### src/rtl/eds_pkg.sv
// Shared types and sizing for the digit-entry controller.
// Latency: n/a (types and constants only).
// Backpressure: n/a.
package eds_pkg;

    typedef enum logic [2:0] {
        IDLE,
        ENTRY,
        WR_LO,
        WR_HI,
        DONE
    } entry_state_t;

    localparam int MSG_DIGITS = 8;   // hex digits that fit in one 32-bit slot
    localparam int HALF_W     = 16;  // BRAM port-A write width
    localparam int MSG_W      = 2 * HALF_W;
    localparam int CNT_W      = 4;   // digit counter width, holds 0..MSG_DIGITS

endpackage

### src/rtl/btn_debounce.sv
// Push-button debouncer: 2-FF synchronizer, stability counter, rising-edge tick.
// Latency: tick DB_CYCLES+3 cycles after a clean raw press.
// Backpressure: none; tick is a one-cycle pulse that is never held or queued.
//
// Ports:
//   clk, rst : system clock, synchronous active-high reset
//   btn      : raw asynchronous button level
//   tick     : one-cycle pulse on each accepted press
module btn_debounce
    import eds_pkg::*;
#(
    parameter int DB_CYCLES = 2_000_000
) (
    input  logic clk,
    input  logic rst,
    input  logic btn,
    output logic tick
);

    localparam int CW = (DB_CYCLES > 1) ? $clog2(DB_CYCLES) : 1;
    localparam logic [CW-1:0] CNT_MAX = CW'(DB_CYCLES - 1);

    logic          sync1;
    logic          sync2;
    logic          stable;
    logic          stable_q;
    logic          armed;
    logic [1:0]    prime;
    logic [CW-1:0] cnt;

    always_ff @(posedge clk) begin
        if (rst) begin
            sync1    <= 1'b0;
            sync2    <= 1'b0;
            stable   <= 1'b0;
            stable_q <= 1'b0;
            armed    <= 1'b0;
            prime    <= 2'b00;
            cnt      <= '0;
            tick     <= 1'b0;
        end else begin
            sync1    <= btn;
            sync2    <= sync1;
            prime    <= {prime[0], 1'b1};
            stable_q <= stable;

            // Count only while the synced level disagrees with the accepted
            // level; any return to agreement restarts the window.
            if (sync2 == stable) begin
                cnt <= '0;
            end else if (cnt == CNT_MAX) begin
                stable <= sync2;
                cnt    <= '0;
            end else begin
                cnt <= cnt + 1'b1;
            end

            // A button already held when reset releases must be seen low
            // (once the synchronizer holds real samples) before any press
            // counts; its first accepted rise is absorbed silently.
            if (prime[1] && !sync2) begin
                armed <= 1'b1;
            end

            tick <= stable & ~stable_q & armed;
        end
    end

endmodule

### src/rtl/digit_entry_ctrl.sv
// Hex message entry: debounced buttons build a 32-bit word, commit writes it as two 16-bit halves.
// Latency: first BRAM write 1 cycle after commit tick, second write next cycle, done pulse after.
// Backpressure: none; button ticks arriving during a write sequence are dropped.
//
// Ports:
//   clk, rst     : system clock, synchronous active-high reset
//   sw           : hex digit to enter
//   btn_digit    : raw button, enter digit
//   btn_commit   : raw button, start entry / commit / cancel (commit with no digits)
//   slot_sel     : target 32-bit slot, sampled at commit
//   wea/addra/dina : BRAM port-A write; addra = {slot, half}
//   preview      : message under construction, right-justified
//   digit_count  : digits entered, 0..8
//   entry_active : high while collecting digits
//   done         : one-cycle pulse after the upper half is written
module digit_entry_ctrl
    import eds_pkg::*;
#(
    parameter int DB_CYCLES = 2_000_000
) (
    input  logic              clk,
    input  logic              rst,
    input  logic [3:0]        sw,
    input  logic              btn_digit,
    input  logic              btn_commit,
    input  logic              slot_sel,
    output logic              wea,
    output logic [1:0]        addra,
    output logic [HALF_W-1:0] dina,
    output logic [MSG_W-1:0]  preview,
    output logic [CNT_W-1:0]  digit_count,
    output logic              entry_active,
    output logic              done
);

    entry_state_t state;
    logic         slot;
    logic         digit_tick;
    logic         commit_tick;

    btn_debounce #(.DB_CYCLES(DB_CYCLES)) u_db_digit (
        .clk  (clk),
        .rst  (rst),
        .btn  (btn_digit),
        .tick (digit_tick)
    );

    btn_debounce #(.DB_CYCLES(DB_CYCLES)) u_db_commit (
        .clk  (clk),
        .rst  (rst),
        .btn  (btn_commit),
        .tick (commit_tick)
    );

    always_ff @(posedge clk) begin
        if (rst) begin
            state        <= IDLE;
            slot         <= 1'b0;
            wea          <= 1'b0;
            addra        <= '0;
            dina         <= '0;
            preview      <= '0;
            digit_count  <= '0;
            entry_active <= 1'b0;
            done         <= 1'b0;
        end else begin
            // Write port and done are idle unless a state below drives them.
            wea   <= 1'b0;
            addra <= '0;
            dina  <= '0;
            done  <= 1'b0;

            case (state)
                IDLE: begin
                    if (commit_tick) begin
                        state        <= ENTRY;
                        preview      <= '0;
                        digit_count  <= '0;
                        entry_active <= 1'b1;
                    end
                end

                ENTRY: begin
                    // Commit takes priority over a digit tick on the same cycle.
                    if (commit_tick) begin
                        entry_active <= 1'b0;
                        if (digit_count == '0) begin
                            state <= IDLE;
                        end else begin
                            // Outputs are registered, so the low-half write is
                            // launched here to appear while the FSM sits in WR_LO.
                            slot  <= slot_sel;
                            state <= WR_LO;
                            wea   <= 1'b1;
                            addra <= {slot_sel, 1'b0};
                            dina  <= preview[HALF_W-1:0];
                        end
                    end else if (digit_tick && (digit_count < CNT_W'(MSG_DIGITS))) begin
                        preview     <= {preview[MSG_W-5:0], sw};
                        digit_count <= digit_count + 1'b1;
                    end
                end

                WR_LO: begin
                    state <= WR_HI;
                    wea   <= 1'b1;
                    addra <= {slot, 1'b1};
                    dina  <= preview[MSG_W-1:HALF_W];
                end

                WR_HI: begin
                    state <= DONE;
                    done  <= 1'b1;
                end

                DONE: begin
                    state <= IDLE;
                end

                default: begin
                    state <= IDLE;
                end
            endcase
        end
    end

endmodule

### config.mk
export PLATFORM = sky130hd
export DESIGN_NAME = digit_entry_ctrl
export DESIGN_NICKNAME = d
export VERILOG_FILES = /design/src/rtl/eds_pkg.sv /design/src/rtl/btn_debounce.sv /design/src/rtl/digit_entry_ctrl.sv
export SDC_FILE = /design/constraint.sdc
export NUM_CORES = 1
export LEC_CHECK = 0
export BUFFER_PORTS_ARGS = -buffer_cell sky130_fd_sc_hd__clkbuf_2
export CORE_MARGIN = 8
export CORE_UTILIZATION = 61
export DETAILED_ROUTE_END_ITERATION = 6
export GPL_ROUTABILITY_DRIVEN = 0
export PLACE_DENSITY = 0.84
export SETUP_SLACK_MARGIN = 0.5
export SLEW_MARGIN = 10
export SYNTH_ARGS = -nofsm -noshare
export SYNTH_HDL_FRONTEND = slang
export SYNTH_HIERARCHICAL = 1
export SYNTH_SLANG_ARGS = --single-unit
export TNS_END_PERCENT = 10
### constraint.sdc
create_clock -name clk -period 4.8 [get_ports clk]
set_clock_uncertainty 0.15 [all_clocks]
set_input_delay 0.24 -clock clk [delete_from_list [all_inputs] [get_ports clk]]
set_output_delay 0.24 -clock clk [all_outputs]
set_load 0.02 [all_outputs]
### After elaboration in Yosys (flattened, before gate mapping)

Index checks and enable logic that the tools add are counted.

* add/subtract/negate cells: 3
* order comparisons: 1
* equal/unequal tests: 11
* muxes and demuxes: 27
* bitwise logic cells: 9
* reductions and logical operators: 16

Operator list (number)
* 32-bit 2-to-1 mux: 3
* 32-bit case mux with 2 select lines: 1
* 21-bit by 1-bit adder with 21-bit output, second input constant: 2
* 21-bit equality test, second input constant: 2
* 16-bit 2-to-1 mux: 2
* 16-bit case mux with 2 select lines: 1
* 4-bit 2-to-1 mux: 3
* 3-bit case mux with 4 select lines: 1
* 4-bit case mux with 2 select lines: 1
* 1-bit 2-to-1 mux: 7
* 3-bit by 2-bit equality test with 1-bit output, second input constant: 2
* 2-bit 2-to-1 mux: 3
* 3-bit 2-to-1 mux: 2
* 2-bit AND reduction: 3
* 3-bit AND reduction: 2
* 3-bit OR reduction: 2
* 1-bit NOT: 5
* 4-bit by 1-bit adder with 4-bit output, second input constant: 1
* 1-bit bitwise AND: 4
* 4-bit zero test: 1
* 4-bit less-than comparator, second input constant: 1
* 2-bit by 1-bit inequality test with 1-bit output, second input constant: 2
* 2-bit inequality test, second input constant: 2
* 1-bit case mux with 2 select lines: 2
* other kinds (8): 12

* register bits after elaboration: 119
* output and inout port bits: 57
* word-level logic and storage cells: 94

### Depth between registers and ports, before layout

* depth after elaboration: 5
* mapped depth: 7
* gate-level depth less buffers: 6

### By module

Netlist, hierarchy kept.

By module, submodules not included
* btn_debounce: times used 2, cells each 130, area each 1183.6 um^2
* digit_entry_ctrl: times used 1, cells each 224, area each 2197.1 um^2

### Worst setup path after synthesis

Ideal clock, no wire load.

* path type: reg-to-reg
* start point: reg u_db_commit.cnt[0]
* end point: reg u_db_commit.cnt[20]
* arrival time: 1734 ps
* required time: 4579 ps
* setup slack: 2846 ps
* cell stages (with the launch flop): 6
* cells stage by stage: dfxtp_1 ha_1 nand4_1 or4_1 or3_1 a21oi_1

* cells in the longest elaborated chain, start to end: 2

Ends and longest elaborated chain
* from (decl): RTL line btn_debounce.sv:29 `logic [CW-1:0] cnt;`
* from (signal assigned): RTL line btn_debounce.sv:55 `cnt <= cnt + 1'b1;`
* parallel branches: the longest is 2 deep, another holds 21-bit by 1-bit adder with 21-bit output

Parallel ways; which one is timed is not known.
A chain may end at the register's enable or synchronous reset.

### Worst setup path after layout

* start point: reg state[0]
* end point: reg preview[4]

* cells in the longest elaborated chain, start to end: 3

Ends and longest elaborated chain
* from (decl): RTL line digit_entry_ctrl.sv:36 `entry_state_t state;`
* from (signal assigned): RTL line digit_entry_ctrl.sv:57 `state <= IDLE;`
* from (signal assigned): RTL line digit_entry_ctrl.sv:76 `state <= ENTRY;`
* from (signal assigned): RTL line digit_entry_ctrl.sv:88 `state <= IDLE;`
* 3-bit by 1-bit equality test with 1-bit output or 3-bit zero test (tied branches): RTL line digit_entry_ctrl.sv:73 `case (state)`
* 2-bit inequality test (no line), or another cell as far along
* 4-bit AND reduction (no line)
* to (signal assigned): RTL line digit_entry_ctrl.sv:99 `preview <= {preview[MSG_W-5:0], sw};`
* to (decl): RTL line digit_entry_ctrl.sv:30 `output logic [MSG_W-1:0] preview,`

Parallel ways exist; a longest one is shown, timed or not.

==> flow_summary.ini <==
[setup_path]
worstPathArrival_ps = 3030
crit_chain = nor2b_1, o21ai_2, a22oi_1, nor2_1
rrSetupSlack_ps = 2060
timing.rr.start = state[0]
reg2regPathDepth = 4
r2r-end = preview[4]
cp-start-kind = register
endpoint_kind = register
worstPathMaxFanout = 33
slowest_delay_ps = 980
critPathRequiredTime_ps = 5090
cpMaxStageDelayCell = o21ai_2
crit_type = reg -> reg

[sta]
fmax_ghz = 0.365
rsz0062_at_grt = no
period_share = 0.570
setup_tns_ps = 0
hold_viol = 0
fin_crit_ps = 2740
max-slew-margin-rel = 0.183
worst_pin_slew_ps = 1230
drv_slew = 0
setup_viol = 0
hold_ws_ps = 214

[detailed_routing]
ant_nets = 0
viasPerCell = 5.60
vias = 3727
drt-pass1-iter-count = 4
wl_mm = 9.55
initialDrtViolationCount = 185
route.detailed.drc = 0
avgRoutedWirePerCell_um = 14.3

[outcome]
outcome = completed

[synth]
syn_nets = 497
netlist_top_cells_area = dfxtp_1, xnor2_1, nand3_1
synth-edff-count = 0
avgSynthCellArea_um2 = 9.43
synth_top_cell_area_share = 0.522
yosysSeqAreaShare = 0.522
async_flop_share = 0
ys_ff_latch = 119
yosys_warnings = 6
ys.flop_type = dfxtp_1
netlist_instances = 484
syn-cell-area_um2 = 4560
synth_top_area_cell = dfxtp_1
synthDistinctLibCells = 50

[cts]
clk_latency_ps = 510
clock-sinks = 119
ctsHtreeMaxLevel = 4
cts-root-buf = clkbuf_8
clk_pin_slew_ps = 60
post_cts.repair.setup_buffers = 0
clockBufferDepth = 2
cts_buffers = 17
cts_tree = built

[pwr]
power.share.clock = 0.539
comb_power_share = 0.012
power_frac_seq = 0.450
p_per_area_nw_per_um2 = 399
p_switching_uw = 471
peakVddDrop_uv = 300
p_int_mw = 1.74
p_leak_nw = 2.02
swShare = 0.213

[die]
die-area_um2 = 10500
die_w_um = 103
die_h_um = 103
ioPinCount = 66
initial_core_util = 0.629
core_um2 = 7250
rows = 31

[grt]
grt_pass1_vias = 3538
grt_pass1_wl_mm = 15.8
grt_antenna_before_repair = 0
grtUsageTotal = 0.189
grt_start_max_net_pins = 35
gr-total-overflow = 0

[min_path]
hp-start = rst
hold_path_depth = 2
min_to = u_db_commit/armed
hold_path.class = in -> reg

[cells_and_area]
layout_common_cells = dfxtp_1, clkbuf_2, nor2_1, nand2_1, nand3_1
drive_above_1_share = 0.208
syn2layout_area_growth_pct = 21.5
stdcell_count = 666
mostFrequentLayoutCell = dfxtp_1
n_antenna_cell = 0
nets = 567

[run]
drv_cap = 0

[place]
port-buffer-count = 65
dp_cells = 627
place_hpwl_mm = 6.32
-- Yosys cell counts (7+ instances only) --
library cell and count:
nand2_1 37, nor3_1 15, a22oi_1 11, buf_2 9, inv_1 15, nor2b_1 10
nand4_1 7, nand3_1 36, a21oi_1 35, xnor2_1 22, clkbuf_1 8, a22o_1 11
dfxtp_1 119, xor2_1 9, nor2_1 48, or3_1 9, o21ai_0 12
-- power groups by stage --
stage	Combinational, mW	Clock [mW]	Sequential [mW]
global route	0.0290	1.26	0.995
detailed placement	0.0215	0	1.02
CTS	0.0261	1.21	0.995
floorplan	0.0133	0	1.02
finish	0.0261	1.19	0.995
global placement	0.0211	0	1.02
-- how the worst max path moves through the flow --
stage | from | endpoint | slack, ps | depth (start not counted)
final | state[0] | preview[4] | 2060 | 4
after global routing | state[0] | preview[4] | 1810 | 4
after detailed placement | state[0] | preview[4] | 2080 | 4
after global placement | state[0] | preview[7] | 2240 | 4
after CTS | state[0] | preview[4] | 2060 | 4
after floorplan | u_db_commit/cnt[0] | u_db_commit/cnt[20] | 2850 | 5
-- timing repair --
| item | in CTS | in global routing |
|---|---|---|
| resized for setup | 0 | 0 |
| hold endpoints to repair | 8 | 0 |
| setup endpoints to repair | 0 | 0 |
| hold buffers | 7 | 0 |
-- critical path: cells and delay by family, from the launching register on --
kind             cells  cell delay (ps)
AO/OA/AOI/OAI        2             1240
flip-flops           1              960
AND/OR/NAND/NOR      2              310
-- logic make-up after synthesis --
group / share of synthesized area
AO/OA/AOI/OAI: 0.129
XOR/XNOR: 0.0595
adder cells (fa/ha/maj): 0.0110
buffers and inverters: 0.0411
flip-flops: 0.522
AND/OR/NAND/NOR: 0.238
-- cell type report --
class | instances | area, µm²
Inverter | 15 | 56.3
Sequential cell | 119 | 2380
Clock inverter | 15 | 156
Clock buffer | 17 | 414
Multi-Input combinational cell | 326 | 1990
Timing Repair Buffer | 75 | 418
Tap cell | 99 | 124
Fill cell | 521 | 1710
-- metal layers --
metal | global-route usage | wire length (µm) | vias to the layer above
met3 | 0.0668 | 699 | 15
met5 | 0 | 0 | -
met4 | 0.0677 | 114 | 0
met2 | 0.324 | 4680 | 105
li1 | - | - | 1849
met1 | 0.212 | 4060 | 1758
-- flip-flops by register name, summed over array words and instances, names as in the netlist, 2 cells and up --
register	cells
dina	16
u_db_commit/prime	2
state	3
u_db_digit/cnt	21
digit_count	4
u_db_digit/prime	2
u_db_commit/cnt	21
addra	2
preview	32
-- metrics by stage --
stage               instance area, µm²  setup slack, ps  power [mW]  utilization
floorplan                         4560             2850        1.03            -
global placement                  4900             2240        1.04        0.676
detailed placement                4900             2080        1.04        0.676
CTS                               5550             2060        2.23        0.765
global route                      5550             1810        2.28        0.765
finish                            5550             2060        2.21        0.765
No activity file was read; power rests on OpenSTA's default activity.
